$ cat src/rtl/multicycle_control.sv
// Control FSM for a multi-cycle MIPS datapath with a shared ALU and a unified memory.
// It stalls on mem_ready and counts retired instructions.
module multicycle_control #(
    parameter int CNT_W = 32
) (
    input  logic             clk,
    input  logic             reset,
    input  logic [5:0]       OpCode,
    input  logic [5:0]       Funct,
    input  logic             mem_ready,
    output logic             PCWrite,
    output logic             PCWriteCond,
    output logic             IorD,
    output logic             MemRead,
    output logic             MemWrite,
    output logic             IRWrite,
    output logic [1:0]       RegDst,
    output logic [1:0]       MemtoReg,
    output logic             RegWrite,
    output logic [1:0]       ALUSrcA,
    output logic [1:0]       ALUSrcB,
    output logic [1:0]       ALUOp,
    output logic [1:0]       PCSource,
    output logic             ExtOp,
    output logic             LuOp,
    output logic [3:0]       state,
    output logic             instr_done,
    output logic [CNT_W-1:0] instr_count
);

    typedef enum logic [3:0] {
        S_IF     = 4'd0,
        S_ID     = 4'd1,
        S_EX_R   = 4'd2,
        S_WB_R   = 4'd3,
        S_MEMADR = 4'd4,
        S_MEM_RD = 4'd5,
        S_MEM_WB = 4'd6,
        S_MEM_WR = 4'd7,
        S_EX_I   = 4'd8,
        S_WB_I   = 4'd9,
        S_BEQ    = 4'd10,
        S_J      = 4'd11,
        S_JAL    = 4'd12,
        S_JR     = 4'd13
    } state_e;

    state_e           state_q, state_d;
    logic [CNT_W-1:0] instr_count_q, instr_count_d;
    logic             retire;

    // NOTE: state registers use non-blocking assignments so every flop samples pre-edge values.
    always_ff @(posedge clk or negedge reset) begin
        if (!reset) begin
            state_q       <= S_IF;
            instr_count_q <= '0;
        end else begin
            state_q       <= state_d;
            instr_count_q <= instr_count_d;
        end
    end

    // NOTE: every output gets a default before the case so no path infers a latch.
    always_comb begin
        state_d     = state_q;
        retire      = 1'b0;
        PCWrite     = 1'b0;
        PCWriteCond = 1'b0;
        IorD        = 1'b0;
        MemRead     = 1'b0;
        MemWrite    = 1'b0;
        IRWrite     = 1'b0;
        RegDst      = 2'b00;
        MemtoReg    = 2'b00;
        RegWrite    = 1'b0;
        ALUSrcA     = 2'b00;
        ALUSrcB     = 2'b00;
        ALUOp       = 2'b00;
        PCSource    = 2'b00;

        unique case (state_q)
            S_IF: begin
                MemRead = 1'b1;
                ALUSrcB = 2'b01;
                // The IR/PC loads are masked while reset is held so that nothing is written.
                IRWrite = mem_ready & reset;
                PCWrite = mem_ready & reset;
                if (mem_ready) state_d = S_ID;
            end
            S_ID: begin
                ALUSrcB = 2'b11;
                unique case (OpCode)
                    6'h00:   state_d = (Funct == 6'h08 || Funct == 6'h09) ? S_JR : S_EX_R;
                    6'h23,
                    6'h2b:   state_d = S_MEMADR;
                    6'h04:   state_d = S_BEQ;
                    6'h02:   state_d = S_J;
                    6'h03:   state_d = S_JAL;
                    6'h08, 6'h09, 6'h0a,
                    6'h0b, 6'h0c, 6'h0f:
                             state_d = S_EX_I;
                    default: state_d = S_IF;
                endcase
            end
            S_EX_R: begin
                ALUSrcA = (Funct == 6'h00 || Funct == 6'h02 || Funct == 6'h03) ? 2'b10 : 2'b01;
                ALUOp   = 2'b10;
                state_d = S_WB_R;
            end
            S_WB_R: begin
                RegDst   = 2'b01;
                RegWrite = 1'b1;
                retire   = 1'b1;
                state_d  = S_IF;
            end
            S_MEMADR: begin
                ALUSrcA = 2'b01;
                ALUSrcB = 2'b10;
                state_d = (OpCode == 6'h23) ? S_MEM_RD : S_MEM_WR;
            end
            S_MEM_RD: begin
                IorD    = 1'b1;
                MemRead = 1'b1;
                if (mem_ready) state_d = S_MEM_WB;
            end
            S_MEM_WB: begin
                MemtoReg = 2'b01;
                RegWrite = 1'b1;
                retire   = 1'b1;
                state_d  = S_IF;
            end
            S_MEM_WR: begin
                IorD     = 1'b1;
                MemWrite = 1'b1;
                if (mem_ready) begin
                    retire  = 1'b1;
                    state_d = S_IF;
                end
            end
            S_EX_I: begin
                ALUSrcA = 2'b01;
                ALUSrcB = 2'b10;
                ALUOp   = 2'b11;
                state_d = S_WB_I;
            end
            S_WB_I: begin
                RegWrite = 1'b1;
                retire   = 1'b1;
                state_d  = S_IF;
            end
            S_BEQ: begin
                ALUSrcA     = 2'b01;
                ALUOp       = 2'b01;
                PCWriteCond = 1'b1;
                PCSource    = 2'b01;
                retire      = 1'b1;
                state_d     = S_IF;
            end
            S_J: begin
                PCWrite  = 1'b1;
                PCSource = 2'b10;
                retire   = 1'b1;
                state_d  = S_IF;
            end
            S_JAL: begin
                PCWrite  = 1'b1;
                PCSource = 2'b10;
                RegWrite = 1'b1;
                RegDst   = 2'b10;
                MemtoReg = 2'b10;
                retire   = 1'b1;
                state_d  = S_IF;
            end
            S_JR: begin
                PCWrite  = 1'b1;
                PCSource = 2'b11;
                if (Funct == 6'h09) begin
                    RegWrite = 1'b1;
                    RegDst   = 2'b01;
                    MemtoReg = 2'b10;
                end
                retire  = 1'b1;
                state_d = S_IF;
            end
            default: state_d = S_IF;
        endcase
    end

    always_comb begin
        instr_count_d = instr_count_q;
        if (retire) instr_count_d = instr_count_q + 1'b1;
    end

    assign ExtOp       = (OpCode != 6'h0c);
    assign LuOp        = (OpCode == 6'h0f);
    assign state       = state_q;
    assign instr_done  = retire;
    assign instr_count = instr_count_q;

endmodule

$ cat config.mk
export PLATFORM = sky130hd
export DESIGN_NAME = multicycle_control
export DESIGN_NICKNAME = d
export VERILOG_FILES = /design/src/rtl/multicycle_control.sv
export SDC_FILE = /design/constraint.sdc
export NUM_CORES = 1
export LEC_CHECK = 0
export CORE_ASPECT_RATIO = 1.1
export CORE_MARGIN = 3
export CORE_UTILIZATION = 45
export CTS_BUF_LIST = sky130_fd_sc_hd__clkbuf_4 sky130_fd_sc_hd__clkbuf_8 sky130_fd_sc_hd__clkbuf_16
export DETAILED_ROUTE_END_ITERATION = 10
export HOLD_SLACK_MARGIN = 0.03
export PLACE_DENSITY = 0.8
export SYNTH_ARGS = -nofsm -noshare
export SYNTH_HDL_FRONTEND = slang
export SYNTH_SLANG_ARGS = --single-unit
$ cat constraint.sdc
create_clock -name clk -period 2.8 [get_ports clk]
set_input_delay 0.56 -clock clk [delete_from_list [all_inputs] [get_ports clk]]
set_output_delay 0.56 -clock clk [all_outputs]
set_load 0.02 [all_outputs]
-- Word-level counts from Yosys, hierarchy flattened
Cells that the tools add are included.
Widths: inputs -> output; s select.
- bits in registers: 36
- bits of input ports: 15
- output and inout bits: 58
- word-level logic and storage cells: 79
- $add $sub $neg: 1
- eq/ne operators: 32
- multiplexer cells: 26
- bitwise gates (word level): 1
- reduce and logical (&&, ||, !) cells: 17
- operators with widths (kind ; count):
    $eq 6x4->1 const B ; 8
    $add 32x1->32 const B ; 1
    $pmux 2 s3 ; 5
    $pmux 4 s7 ; 1
    $eq 4x4->1 const B ; 6
    $eq 6x2->1 const B ; 4
    $pmux 4 s6 ; 1
    $eq 4x3->1 const B ; 4
    $mux 4 ; 4
    $eq 6x6->1 const B ; 2
    $logic_not 6->1 ; 2
    $reduce_or 2->1 ; 5
    $eq 4x2->1 const B ; 2
    $mux 1 ; 8
    $reduce_or 7->1 ; 1
    $eq 6x3->1 const B ; 1
    $mux 2 ; 3
    $ne 2x2->1 const B ; 3
    $ne 6x4->1 const B ; 1
    $pmux 1 s2 ; 3
    $reduce_or 3->1 ; 2
    $reduce_or 6->1 ; 1
    $eq 4x1->1 const B ; 1
    $logic_not 4->1 ; 1
    other kinds (5) ; 7

-- Longest topological paths before layout
- word-level depth: 5
- gate-level depth with buffers: 8
- depth with buffers taken out: 5

-- Worst setup path before layout
No wires, ideal clock.
- path type: register to output
- from: reg state_q[1], in the netlist state[1]
- to: out PCWrite
- arrival: 1995 ps
- required time: 2240 ps
- setup slack: 245 ps
- cell stages (with the launch flop): 7
- buffers on the path: 2
- cell sequence: dfrtp_1 > clkbuf_1 > or2_2 > clkbuf_1 > nor2_1 > and4_1 > or2_2
- word-level cells in the longest chain between the ends: 3
- elaborated cells between the ends (all ways): 6
- those cells by class: 3 x eq/ne; 1 x mux; 2 x reduce/logical
- RTL lines (element ; line ; text):
    from (decl) ; 48 ; state_e state_q, state_d;
    from (signal assigned) ; 58 ; state_q <= state_d;
    $eq 4x4->1 ; 81 ; unique case (state_q)
    $reduce_or 3->1 (no source line) ; - ;
    $pmux 1 s2 (*) ; 81 ;
    to (decl) ; 11 ; output logic PCWrite,
Every way passes the cells marked *; elsewhere a longest branch is shown, timed or not.

-- Final worst setup path
- from: in OpCode[5]
- to: out LuOp
- word-level cells in the longest chain between the ends: 1
- RTL lines (element ; line ; text):
    from (decl) ; 8 ; input logic [5:0] OpCode,
    $eq 6x4->1 ; 195 ; assign LuOp = (OpCode == 6'h0f);
    to (decl) ; 25 ; output logic LuOp,
Every way passes these cells.

==> flow_summary.toml <==
[critical_path]
start_kind = "primary input"
cp_num_buf_inv = 2
r2r_cells = 5
crit_family = "buffers and inverters"
crit_chain = "clkdlybuf4s50_1, nor2_1, nand3_1, nor2_1, clkdlybuf4s50_1"
critPathKind = "in2out"
rrSetupSlack_ns = 0.49
cp-end-kind = "primary output"
r2r_start = "instr_count[2]"
crit_slowest_cell = "clkdlybuf4s50_1"
cp_max_fo = 4
cp_data_required_time_ns = 2.24
cp.arrival_ns = 2.04
r2r_end = "instr_count[31]"
max_stage_delay_ns = 0.61

[drt]
firstDrtPassIters = 4
drtAntennaViolNets = 0
drc = 0
drt_iter0_markers = 100
vias = 2033
avgRoutedWirePerCell_um = 15.33
finalWirelength_um = 5564
routed_via_density = 5.601

[power]
seq_power_share_pct = 32.3
power.internal_w = 0.001208
swShare_pct = 38.81
p_per_area_mw_per_mm2 = 652.3
p_sw_w = 0.0007659
p_comb_share_pct = 47.8
p_leak_nw = 1.398
clkPwrFrac_pct = 19.9
ir_drop_v = 0.0003628

[synthesis]
ys_warn_count = 0
yosys.area_share.simple_pct = 30.24
synth_edf_count = 0
synth_top_family_by_area = "simple AND/OR/NAND/NOR gates"
synth-seq-cells = 36
synth_compound_area_share_pct = 8.024
ys_seq_area_share_pct = 43.11
synthCells = 231
yosysTopAreaCell = "dfrtp_1"
synth_fa_ha_area_share_pct = 0.5988
ys.flop_type = "dfrtp_1"
synth_xor_area_share_pct = 13.83
synth_mux_area_share_pct = 0.5389
ys_types = 40
async_flop_share_pct = 100.0
synth_area_sq_mm = 0.002090
synth_top_area_share_pct = 43.11
synth.net_count = 247
synth_area_leaders = "dfrtp_1, xnor2_1, xor2_1, nand2_1, nand3_1"
synth_area_per_cell_sq_um = 9.045

[cts]
path_clk_slew_ns = 0.06
cts_tree = "yes"
cts_root_buf = "clkbuf_8"
cts_hold_buf = 0
cts.sinks = 36
clkLatencyLatePin_ns = 0.29
numCtsBuffers = 5
cts_max_path_buffers = 2
cts_setup_buffers = 0
h-tree-depth = 2

[placed_design]
io_buffers = 72
finalWeightedCongestion = 0.8537
hpwl_um = 4102
placed_area_sq_mm = 0.002910

[floorplan]
num_rows = 25
start_util_pct = 47.71
design.die.area_sq_mm = 0.005498
die_w_um = 70.97
die_y_um = 77.47
coreArea_sq_mm = 0.004379
io_pins = 73

[timing]
fmax_mhz = 385.2
fin_worst_skew_ns = 0.005117
final_max_slew_viol_count = 0
whs_ns = 0.4895
period_needed_ns = 2.596
grt_setup_unrepaired = "no"
slew_headroom_pct = 70.25
period_share_pct = 92.73
tightest_slew_ns = 0.4449
setup_viol = 0
hold_viol = 0

[global_route]
first_global_vias = 2020
grt.total_usage_pct = 21.36
grt.overflow.total = 0
grt_pass1_wl_um = 9418
grt_start_max_net_pins = 37
antenna_found_initial = 0

[final_layout]
stdcell_area_sq_mm = 0.003025
layout_commonest_cell = "clkdlybuf4s50_1"
nets = 324
final_cell_mix = "clkdlybuf4s50_1, dfrtp_1, xnor2_1, nand2_1, nor2_1"
register_area_sq_um = 900.9
diodes = 0
multi_input_area_sq_mm = 0.001122
area_growth_pct = 44.79
fillCellCount = 377
drive_gt1_share_pct = 10.36

[min_path]
hold_path_class = "reg2reg"
hold_end = "instr_count[11]"
holdCritStartpoint = "instr_count[11]"
whs_path_depth = 1

[job]
maxCapViolations = 0

[run_status]
status = "finished clean"
==> cells by family after synthesis <==
| kind of cell | Yosys count |
|---|---|
| AND/OR/NAND/NOR | 115 |
| flip-flops | 36 |
| XOR/XNOR | 33 |
| AO/OA/AOI/OAI | 25 |
| buffers and inverters | 20 |
| multiplexers | 1 |
| adder cells (fa/ha/maj) | 1 |
==> what timing repair did <==
| action | in CTS | in global routing |
|---|---|---|
| endpoints found under the hold margin | 0 | 0 |
| pin swaps | 1 | 2 |
| resized for setup | 19 | 11 |
| setup endpoints to repair | 5 | 8 |
==> Yosys cell counts (all sizes together) (2+ instances only) <==
cell type  instances
o21ai              3
or4                4
nor4               5
nand2b             5
inv                7
o21bai             2
nand4             10
or3                2
nand3             14
and4               7
a211oi             2
buf                2
or2                3
and2               2
xnor2             23
dfrtp             36
nor3               8
a21oi              6
clkbuf            11
nor2b              5
nand2             22
nor2              17
a31oi              3
a21o               2
and3               9
xor2              10
==> cell type report <==
| type | instances | share of cell area [%] |
|---|---|---|
| Clock buffer | 8 | 3.226 |
| Inverter | 7 | 0.8685 |
| Multi-Input combinational cell | 175 | 37.10 |
| Sequential cell | 36 | 29.78 |
| Tap cell | 54 | 2.233 |
| Timing Repair Buffer | 83 | 26.80 |
==> per-stage QoR <==
step / worst slack (ns) / TNS, ns / instances / power (W) / utilization, %
after floorplan: 0.2454 / 0 / 231 / 0.001183 / -
after global placement: -0.6459 / -1.991 / 355 / 0.001600 / 66.46
after detailed placement: -0.6816 / -2.179 / 355 / 0.001601 / 66.46
after CTS: -0.004118 / -0.004118 / 363 / 0.001990 / 68.51
after global routing: 0.05922 / 0 / 363 / 0.002107 / 69.09
final: 0.2036 / 0 / 363 / 0.001974 / 69.09
==> per-layer routing <==
metal  up-vias  GRT usage [%]  routed length (um)
met5         -              0                   0
met4         0          5.075                  71
met3         8          7.383                 441
met2        76          36.73                2791
met1       980          25.47                2260
li1        969              -                   -
==> power by group through the flow <==
stage          Sequential (W)  Clock [W]  Combinational [W]
3_5_place_dp         0.000645          0           0.000956
3_3_place_gp         0.000642          0           0.000958
4_1_cts              0.000636   0.000404           0.000951
6_report             0.000637   0.000393           0.000943
2_1_floorplan        0.000693          0           0.000490
5_1_grt              0.000647   0.000430            0.00103
==> state kept, by name, indices dropped and copies added (netlist names) <==
signal,count
state,4
instr_count,32
==> worst max path at each step <==
stage / startpoint / to / slack, ns / cells past startpoint
6_report: OpCode[5] / LuOp / 0.20 / 5
5_1_grt: state[0] / PCSource[0] / 0.06 / 5
4_1_cts: Funct[5] / MemtoReg[1] / -0.004 / 5
3_5_place_dp: Funct[5] / RegDst[0] / -0.68 / 5
3_3_place_gp: Funct[5] / RegDst[0] / -0.65 / 5
2_1_floorplan: state[1] / PCWrite / 0.25 / 6
Note: power is estimated with default switching activity, not from simulation.
